## src/rtl/trig_primitive_tx.sv

```systemverilog
// Trigger-link transmitter: per-channel primitive pulses, active-low ready line,
// accept/busy/readout FSM and link counters. Define TRIG_TIMESTAMP_EN for accept timestamps.
module trig_primitive_tx #(
    parameter int NCH = 15,
    parameter int CW  = 32,
    parameter int TSW = 48
) (
    input  logic             clk_adc,
    input  logic             reset,
    input  logic [NCH-1:0]   hit_in,
    input  logic [NCH-1:0]   chan_mask,
    input  logic [7:0]       pulse_len,
    input  logic [7:0]       holdoff,
    input  logic             trig_accept,
    input  logic             readout_done,
    input  logic [15:0]      busy_timeout,
    output logic [NCH-1:0]   coax_out_n,
    output logic             ready_n,
    output logic [1:0]       state_out,
    output logic [CW-1:0]    n_accepted,
    output logic [CW-1:0]    n_primitives,
    output logic [CW-1:0]    n_timeouts,
    output logic [TSW-1:0]   trig_timestamp
);

    localparam int PCW = $clog2(NCH + 1);

    typedef enum logic [1:0] {
        ST_IDLE     = 2'd0,
        ST_ACCEPT   = 2'd1,
        ST_BUSY     = 2'd2,
        ST_WAIT_LOW = 2'd3
    } state_t;

    function automatic logic [PCW-1:0] popcount(input logic [NCH-1:0] v);
        logic [PCW-1:0] c;
        c = '0;
        for (int i = 0; i < NCH; i++) begin
            c = c + {{(PCW-1){1'b0}}, v[i]};
        end
        return c;
    endfunction

    function automatic logic [CW-1:0] sat_inc(input logic [CW-1:0] x);
        return (x == {CW{1'b1}}) ? x : x + {{(CW-1){1'b0}}, 1'b1};
    endfunction

    logic [NCH-1:0] hit_q, hit_prev_q;
    logic           acc_q, acc_prev_q;
    logic [8:0]     tmr_q [NCH];
    logic [8:0]     tmr_d [NCH];
    logic [NCH-1:0] coax_q, coax_d;
    logic [NCH-1:0] load_s;
    logic [NCH-1:0] hit_rise_s;
    logic           acc_rise_s;
    logic           ready_n_q, ready_n_d;
    state_t         state_q, state_d;
    logic [15:0]    busy_cnt_q, busy_cnt_d;
    logic [CW-1:0]  n_acc_q, n_acc_d;
    logic [CW-1:0]  n_prim_q, n_prim_d;
    logic [CW-1:0]  n_tmo_q, n_tmo_d;
    logic [CW:0]    prim_sum_s;

    assign hit_rise_s = hit_q & ~hit_prev_q;
    assign acc_rise_s = acc_q & ~acc_prev_q;

    // Per-channel non-retriggerable timer: pulse phase while above holdoff, then dead time.
    always_comb begin
        load_s = '0;
        coax_d = '1;
        tmr_d  = tmr_q;
        for (int k = 0; k < NCH; k++) begin
            load_s[k] = hit_rise_s[k] & chan_mask[k] & (tmr_q[k] == 9'd0) & (pulse_len != 8'd0);
            if (load_s[k]) begin
                tmr_d[k] = {1'b0, pulse_len} + {1'b0, holdoff};
            end else if (tmr_q[k] != 9'd0) begin
                tmr_d[k] = tmr_q[k] - 9'd1;
            end else begin
                tmr_d[k] = tmr_q[k];
            end
            coax_d[k] = ~(tmr_q[k] > {1'b0, holdoff});
        end
    end

    // Saturating count of primitives launched this tick.
    always_comb begin
        prim_sum_s = {1'b0, n_prim_q} + {{(CW+1-PCW){1'b0}}, popcount(load_s)};
        if (prim_sum_s[CW]) begin
            n_prim_d = {CW{1'b1}};
        end else begin
            n_prim_d = prim_sum_s[CW-1:0];
        end
    end

    // Accept/busy FSM next-state and monitoring counters.
    always_comb begin
        state_d    = state_q;
        busy_cnt_d = busy_cnt_q;
        n_acc_d    = n_acc_q;
        n_tmo_d    = n_tmo_q;
        ready_n_d  = (state_q != ST_IDLE);
        case (state_q)
            ST_IDLE: begin
                if (acc_rise_s) begin
                    state_d = ST_ACCEPT;
                end else begin
                    state_d = ST_IDLE;
                end
            end
            ST_ACCEPT: begin
                n_acc_d    = sat_inc(n_acc_q);
                busy_cnt_d = 16'd0;
                state_d    = ST_BUSY;
            end
            ST_BUSY: begin
                busy_cnt_d = busy_cnt_q + 16'd1;
                // readout_done wins over a coincident timeout
                if (readout_done) begin
                    state_d = ST_WAIT_LOW;
                end else if ((busy_timeout != 16'd0) && (busy_cnt_q == busy_timeout - 16'd1)) begin
                    state_d = ST_WAIT_LOW;
                    n_tmo_d = sat_inc(n_tmo_q);
                end else begin
                    state_d = ST_BUSY;
                end
            end
            ST_WAIT_LOW: begin
                if (!acc_q) begin
                    state_d = ST_IDLE;
                end else begin
                    state_d = ST_WAIT_LOW;
                end
            end
            default: begin
                state_d = ST_IDLE;
            end
        endcase
    end

    // State, input pipeline and output registers.
    always_ff @(posedge clk_adc) begin
        if (reset) begin
            hit_q      <= '0;
            hit_prev_q <= '0;
            acc_q      <= 1'b0;
            acc_prev_q <= 1'b0;
            for (int k = 0; k < NCH; k++) begin
                tmr_q[k] <= 9'd0;
            end
            coax_q     <= '1;
            ready_n_q  <= 1'b1;
            state_q    <= ST_IDLE;
            busy_cnt_q <= 16'd0;
            n_acc_q    <= '0;
            n_prim_q   <= '0;
            n_tmo_q    <= '0;
        end else begin
            hit_q      <= hit_in;
            hit_prev_q <= hit_q;
            acc_q      <= trig_accept;
            acc_prev_q <= acc_q;
            for (int k = 0; k < NCH; k++) begin
                tmr_q[k] <= tmr_d[k];
            end
            coax_q     <= coax_d;
            ready_n_q  <= ready_n_d;
            state_q    <= state_d;
            busy_cnt_q <= busy_cnt_d;
            n_acc_q    <= n_acc_d;
            n_prim_q   <= n_prim_d;
            n_tmo_q    <= n_tmo_d;
        end
    end

`ifdef TRIG_TIMESTAMP_EN
    logic [TSW-1:0] ts_cnt_q;
    logic [TSW-1:0] trig_ts_q;

    // Free-running time base, sampled during the ACCEPT tick.
    always_ff @(posedge clk_adc) begin
        if (reset) begin
            ts_cnt_q  <= '0;
            trig_ts_q <= '0;
        end else begin
            ts_cnt_q <= ts_cnt_q + {{(TSW-1){1'b0}}, 1'b1};
            if (state_q == ST_ACCEPT) begin
                trig_ts_q <= ts_cnt_q;
            end else begin
                trig_ts_q <= trig_ts_q;
            end
        end
    end

    assign trig_timestamp = trig_ts_q;
`else
    assign trig_timestamp = '0;
`endif

    assign coax_out_n   = coax_q;
    assign ready_n      = ready_n_q;
    assign state_out    = state_q;
    assign n_accepted   = n_acc_q;
    assign n_primitives = n_prim_q;
    assign n_timeouts   = n_tmo_q;

endmodule
```

## config.mk

```make
export PLATFORM = sky130hd
export DESIGN_NAME = trig_primitive_tx
export DESIGN_NICKNAME = d
export VERILOG_FILES = /design/src/rtl/trig_primitive_tx.sv
export SDC_FILE = /design/constraint.sdc
export NUM_CORES = 1
export LEC_CHECK = 0
export ABC_AREA = 1
export ABC_CLOCK_PERIOD_IN_PS = 6300
export CORE_ASPECT_RATIO = 1.1
export CORE_UTILIZATION = 45
export CTS_BUF_LIST = sky130_fd_sc_hd__clkbuf_4 sky130_fd_sc_hd__clkbuf_8
export CTS_CLUSTER_SIZE = 30
export DETAILED_ROUTE_END_ITERATION = 10
export PLACE_DENSITY = 0.66
export SYNTH_ARGS = -nofsm -noshare
export SYNTH_HDL_FRONTEND = slang
export SYNTH_SLANG_ARGS = --single-unit
```

## constraint.sdc

```tcl
create_clock -name clk_adc -period 6.3 [get_ports clk_adc]
set_clock_uncertainty 0.15 [all_clocks]
set_input_delay 0.63 -clock clk_adc [delete_from_list [all_inputs] [get_ports clk_adc]]
set_output_delay 0.63 -clock clk_adc [all_outputs]
set_load 0.05 [all_outputs]
```

# == Yosys cells after proc, flatten, opt, wreduce, memory -nomap -nowiden ==
# Index checks and enable logic that the tools add are counted.
# word_totals
regBits,297
in_bits,66
out_inout_bits,162
word_cells,239
# op_classes
addsub,35
order_cmp,15
n_eq_ne,6
n_mux,37
n_bitwise,67
reduce_logical,53
# ops
operator,count
$mux W9,30
$gt A9 B8 Y1,15
$logic_not A9 Y1,15
$reduce_bool A9 Y1,15
$sub A9 B1 Y9 const B,15
$add A32 B1 Y32 const B,2
$eq A32 B32 Y1 const B,2
$and A1 B1 Y1,46
$add A4 B1 Y4,11
$reduce_bool A2 Y1,17
$add A32 B4 Y33,1
$mux W32,1
$pmux W16 S2,1
$not A1 Y1,19
$add A16 B1 Y16 const B,1
$eq A16 B16 Y1,1
$reduce_bool A16 Y1,1
$sub A16 B1 Y16 const B,1
$and A15 B15 Y15,1
$not A15 Y15,1
$add A8 B8 Y9,1
$pmux W2 S4,1
$reduce_bool A8 Y1,1
$add A3 B1 Y4,1
10 further kinds,13

# == Logic depth before layout (Yosys ltp) ==
# logic_depth
depth_word,21
mapped_depth,29
mapped_depth_nobuf,29

# == Worst setup path after synthesis ==
# Ideal clock, no wire load.
# synth_path
path_kind,input-to-reg
startpoint,in pulse_len[0]
endpoint,reg n_prim_q[20] (netlist: n_primitives[20])
setup_ns,0.110
arrival_time_ns,5.366
required_time_ns,6.040
path_slack_ns,0.674
cell_stages,26
n_path_buf,2
cell_sequence,nor2_1 nand2_1 nor2_2 clkbuf_1 nor3_1 fa_1 inv_1 fa_1 fa_1 fa_1 inv_1 ha_1 fa_1 nand3_1 nand2_1 nand2_1 a21boi_1 nand2_1 inv_1 nand2_1 inv_1 nand4_2 buf_2 nand3_1 nand2_1 inv_1
# synth_between
elab_chain_len,18
elab_cells_between_ends,32
classes_between,15 x add/sub; 1 x mux; 15 x bitwise; 1 x reduce/logical
# synth_lines
element,line,text
"start, declared",12,"input logic [7:0] pulse_len,"
$reduce_bool A8 Y1 (*),73,load_s[k] = hit_rise_s[k] & chan_mask[k] & (tmr_q[k] == 9'd0) & (pulse_len != 8'd0);
$and A1 B1 Y1,73,
$add A1 B1 Y2,39,"c = c + {{(PCW-1){1'b0}}, v[i]};"
$add A2 B1 Y3,39,
$add A3 B1 Y4,39,
$add A4 B1 Y4 (10 in a row),39,
$add A4 B1 Y4 (*),39,
$add A32 B4 Y33 (*),87,"prim_sum_s = {1'b0, n_prim_q} + {{(CW+1-PCW){1'b0}}, popcount(load_s)};"
$mux W32 (*),88,if (prim_sum_s[CW]) begin
"end signal, assigned",170,n_prim_q <= n_prim_d;
"end, declared",60,"logic [CW-1:0] n_prim_q, n_prim_d;"
# Mark *: on every way between the ends. The rest lies on a longest branch, timed or not.
# A chain may end at the register's enable or synchronous reset.

# == Worst setup path after layout ==
# layout_path
startpoint,reg tmr_q[126] in the netlist's numbering
endpoint,reg n_prim_q[2] (netlist: n_primitives[2])
# layout_between
elab_chain_len,19
# layout_lines
element,line,text
"start, declared",50,logic [8:0] tmr_q [NCH];
"start signal, assigned by index",163,tmr_q[k] <= tmr_d[k];
$logic_not A9 Y1,73,
$and A1 B1 Y1 (2 in a row),73,
$add A1 B1 Y2,39,
$add A2 B1 Y3,39,
$add A3 B1 Y4,39,
$add A4 B1 Y4 (11 in a row),39,
$add A32 B4 Y33,87,
$mux W32,88,
# No other way between the ends.

==> flow_summary.json <==
{
  "grt.busiest_layer": "met2",
  "final_max_slew_viol_count": 0,
  "syn_inst": 2787,
  "peakVddDrop_uv": 177.6,
  "h-tree-depth": 2,
  "critPathKind": "reg -> reg",
  "clock-root-buffer": "clkbuf_8",
  "core_um2": 42600,
  "hold_path_depth": 2,
  "maxSlewHeadroom": 0.1973,
  "ys_ff_latch": 297,
  "async_reset_ff_frac": 0,
  "crit_path_top_delay_cell": "fa_1",
  "instances_no_fill": 3613,
  "routed_wl_um": 57910,
  "reg2reg_depth": 26,
  "reg2reg_from": "tmr_q[126]",
  "io_buffers": 179,
  "rsz0062_at_grt": "false",
  "crit_fanout": 12,
  "synth_cell_types": 55,
  "drt-initial-drc-count": 1242,
  "grt_pass1_vias": 18760,
  "tns_ps": 0,
  "arrival_ps": 6230,
  "yosysMostFrequentCell": "nand2_1",
  "grt_max_degree": 91,
  "reg2reg_to": "n_primitives[2]",
  "grt_first_pass_wirelength_um": 93630,
  "fin_crit_sh": 0.9230,
  "die_y_um": 221.0,
  "cp_top_family": "adder cells",
  "cp_common_cell": "inv_1",
  "end_kind": "register",
  "dieWidth_um": 201.1,
  "utilization": 0.5446,
  "cp.required_ps": 6710,
  "firstDrtPassIters": 6,
  "cts_buffer_depth": 3,
  "worst-path-buf-inv": 9,
  "worstSetupStartpointType": "register",
  "status": "completed",
  "vias": 19070,
  "yosysTopAreaCellShare": 0.3030,
  "gr-usage-met3": 0.05773,
  "synth_edf_count": 0,
  "dpl_cell_area_um2": 22050,
  "cts_tree": "yes",
  "regArea_um2": 5946,
  "drive_gt1_frac": 0.06697,
  "num_rows": 79,
  "met2_usage": 0.4381,
  "max_freq_mhz": 172.0,
  "power_mw": 8.152,
  "finalInstanceArea_um2": 23200,
  "tightestPinTransition_ps": 1203,
  "multi_input_area_um2": 11920,
  "hold_violations": 0,
  "path_clk_slew_ps": 60,
  "yosys_most_used_dff": "dfxtp_1",
  "clk_latency_ps": 680,
  "diodes": 0,
  "synth-seq-area-share": 0.3030,
  "grt_use_met1": 0.3122,
  "start_util": 0.4606,
  "yosys_warnings": 0,
  "p_per_area_nw_per_um2": 351.4,
  "cts.sinks": 297,
  "min-delay-start": "hit_q[4]",
  "postCtsHoldBufs": 0,
  "syn_area_um2": 19620,
  "avgSynthCellArea_um2": 7.040,
  "netlist_top_cells_count": "nand2_1 (546), inv_1 (367), nor2_1 (315)",
  "viasPerCell": 5.277,
  "synth_largest_area_cell": "dfxtp_1",
  "grt_overflow": 0,
  "die_area_um2": 44440,
  "nNetsFinal": 3262,
  "critical_path.max_stage_delay_ps": 560,
  "finalWeightedCongestion": 0.9553,
  "hold_end": "hit_prev_q[4]",
  "dpl.cell_count": 3523,
  "grt.total_usage": 0.2576,
  "cts_buffers": 55,
  "fillers": 4111,
  "wl_per_cell_um": 16.03,
  "num_io_pins": 228,
  "reg2reg_setup_slack_ps": 480,
  "drc": 0,
  "antenna_found_initial": 0,
  "drv_cap": 0,
  "setup_viol": 0,
  "synth_area_leaders": "dfxtp_1 (30%), ha_1 (11%), nand2_1 (10%), inv_1 (7.0%), nor2_1 (6.0%)",
  "ant_nets": 0,
  "dp_hpwl_um": 41250,
  "area_growth_pct": 18.24,
  "finalCriticalPeriod_ps": 5815,
  "hp-class": "reg -> reg",
  "p_leak_nw": 10.20
}
[where the power goes]
part	switching (mW)	total (mW)	internal (mW)
clock network	0.854	1.93	1.08
logic	2.14	3.63	1.48
registers	0.342	2.59	2.25
[routing by layer]
| layer | vias to the layer above | share of wire |
|---|---|---|
| met1 | 8754 | 0.43 |
| met2 | 606 | 0.46 |
| met5 | - | 0 |
| met3 | 140 | 0.071 |
| li1 | 9566 | - |
| met4 | 0 | 0.034 |
[through the flow]
| stage | hold slack [ps] | setup WS, ps |
|---|---|---|
| 4_1_cts | 245.6 | 218.7 |
| 3_3_place_gp | 265.0 | -145.0 |
| 5_1_grt | 262.9 | 20.51 |
| 2_1_floorplan | 260.7 | 674.4 |
| 3_5_place_dp | 270.7 | -278.0 |
| 6_report | 248.5 | 484.9 |
[cell families after synthesis]
kind of cell               share of synthesized area
DFF                                           0.3030
xor gates and xnor gates                     0.06160
adders and majority gates                     0.1213
other                                      0.0001911
AOI/OAI and AO/OA                             0.1313
and+or+nand+nor                               0.2822
buffers and inverters                         0.1004
[cell usage in the layout, fill, tap and decap left out, types with 10 or more instances in the layout]
master and n:
a211oi_1 13, a21oi_1 221, a22oi_1 12, a31oi_1 13
buf_4 42, clkbuf_4 18, clkbuf_8 65, clkdlybuf4s50_1 178
conb_1 48, dfxtp_1 297, fa_1 12, ha_1 171
inv_1 366, nand2_1 546, nand3_1 125, nand4_1 67
nor2_1 314, nor3_1 100, o211ai_1 14, o21a_1 17
o21ai_0 121, o22ai_1 10, or2_2 20, xnor2_1 68
xor2_1 70
[tightest hold or removal path, delay by kind of cell (launching register included)]
family	cells	cell delay [ps]
AND/OR/NAND/NOR	1	40
buffers and inverters	1	60
flip-flops	1	290
[how the worst max path moves through the flow]
| stage | start | end | slack (ps) | depth (start not counted) |
|---|---|---|---|---|
| final | tmr_q[126] | n_primitives[2] | 480 | 26 |
| after detailed placement | pulse_len[2] | n_primitives[16] | -280 | 26 |
| after floorplan | pulse_len[0] | n_primitives[20] | 670 | 26 |
| after CTS | tmr_q[126] | n_primitives[2] | 220 | 26 |
| after global placement | pulse_len[0] | n_primitives[30] | -150 | 26 |
| after global routing | tmr_q[126] | n_primitives[22] | 20 | 26 |
[state kept, by name, indices dropped and copies added, names as in the netlist]
signal,count
ready_n,1
n_timeouts,32
n_primitives,32
acc_q,1
state_out,2
hit_q,15
coax_out_n,15
n_accepted,32
acc_prev_q,1
hit_prev_q,15
busy_cnt_q,16
tmr_q,135
[cell type report]
type,instances,area share
Multi-Input combinational cell,2069,0.5136
Sequential cell,297,0.2563
Timing Repair Buffer,222,0.09174
Inverter,368,0.05959
Clock buffer,83,0.04439
Tap cell,567,0.03058
Clock inverter,7,0.003829
[repair_timing]
item / in CTS / in global routing
setup endpoints to repair: 2 / 26
pin swaps: 0 / 0
gates resized for setup: 1 / 5
setup buffers: 0 / 0
Note: power is estimated with default switching activity, not from simulation.
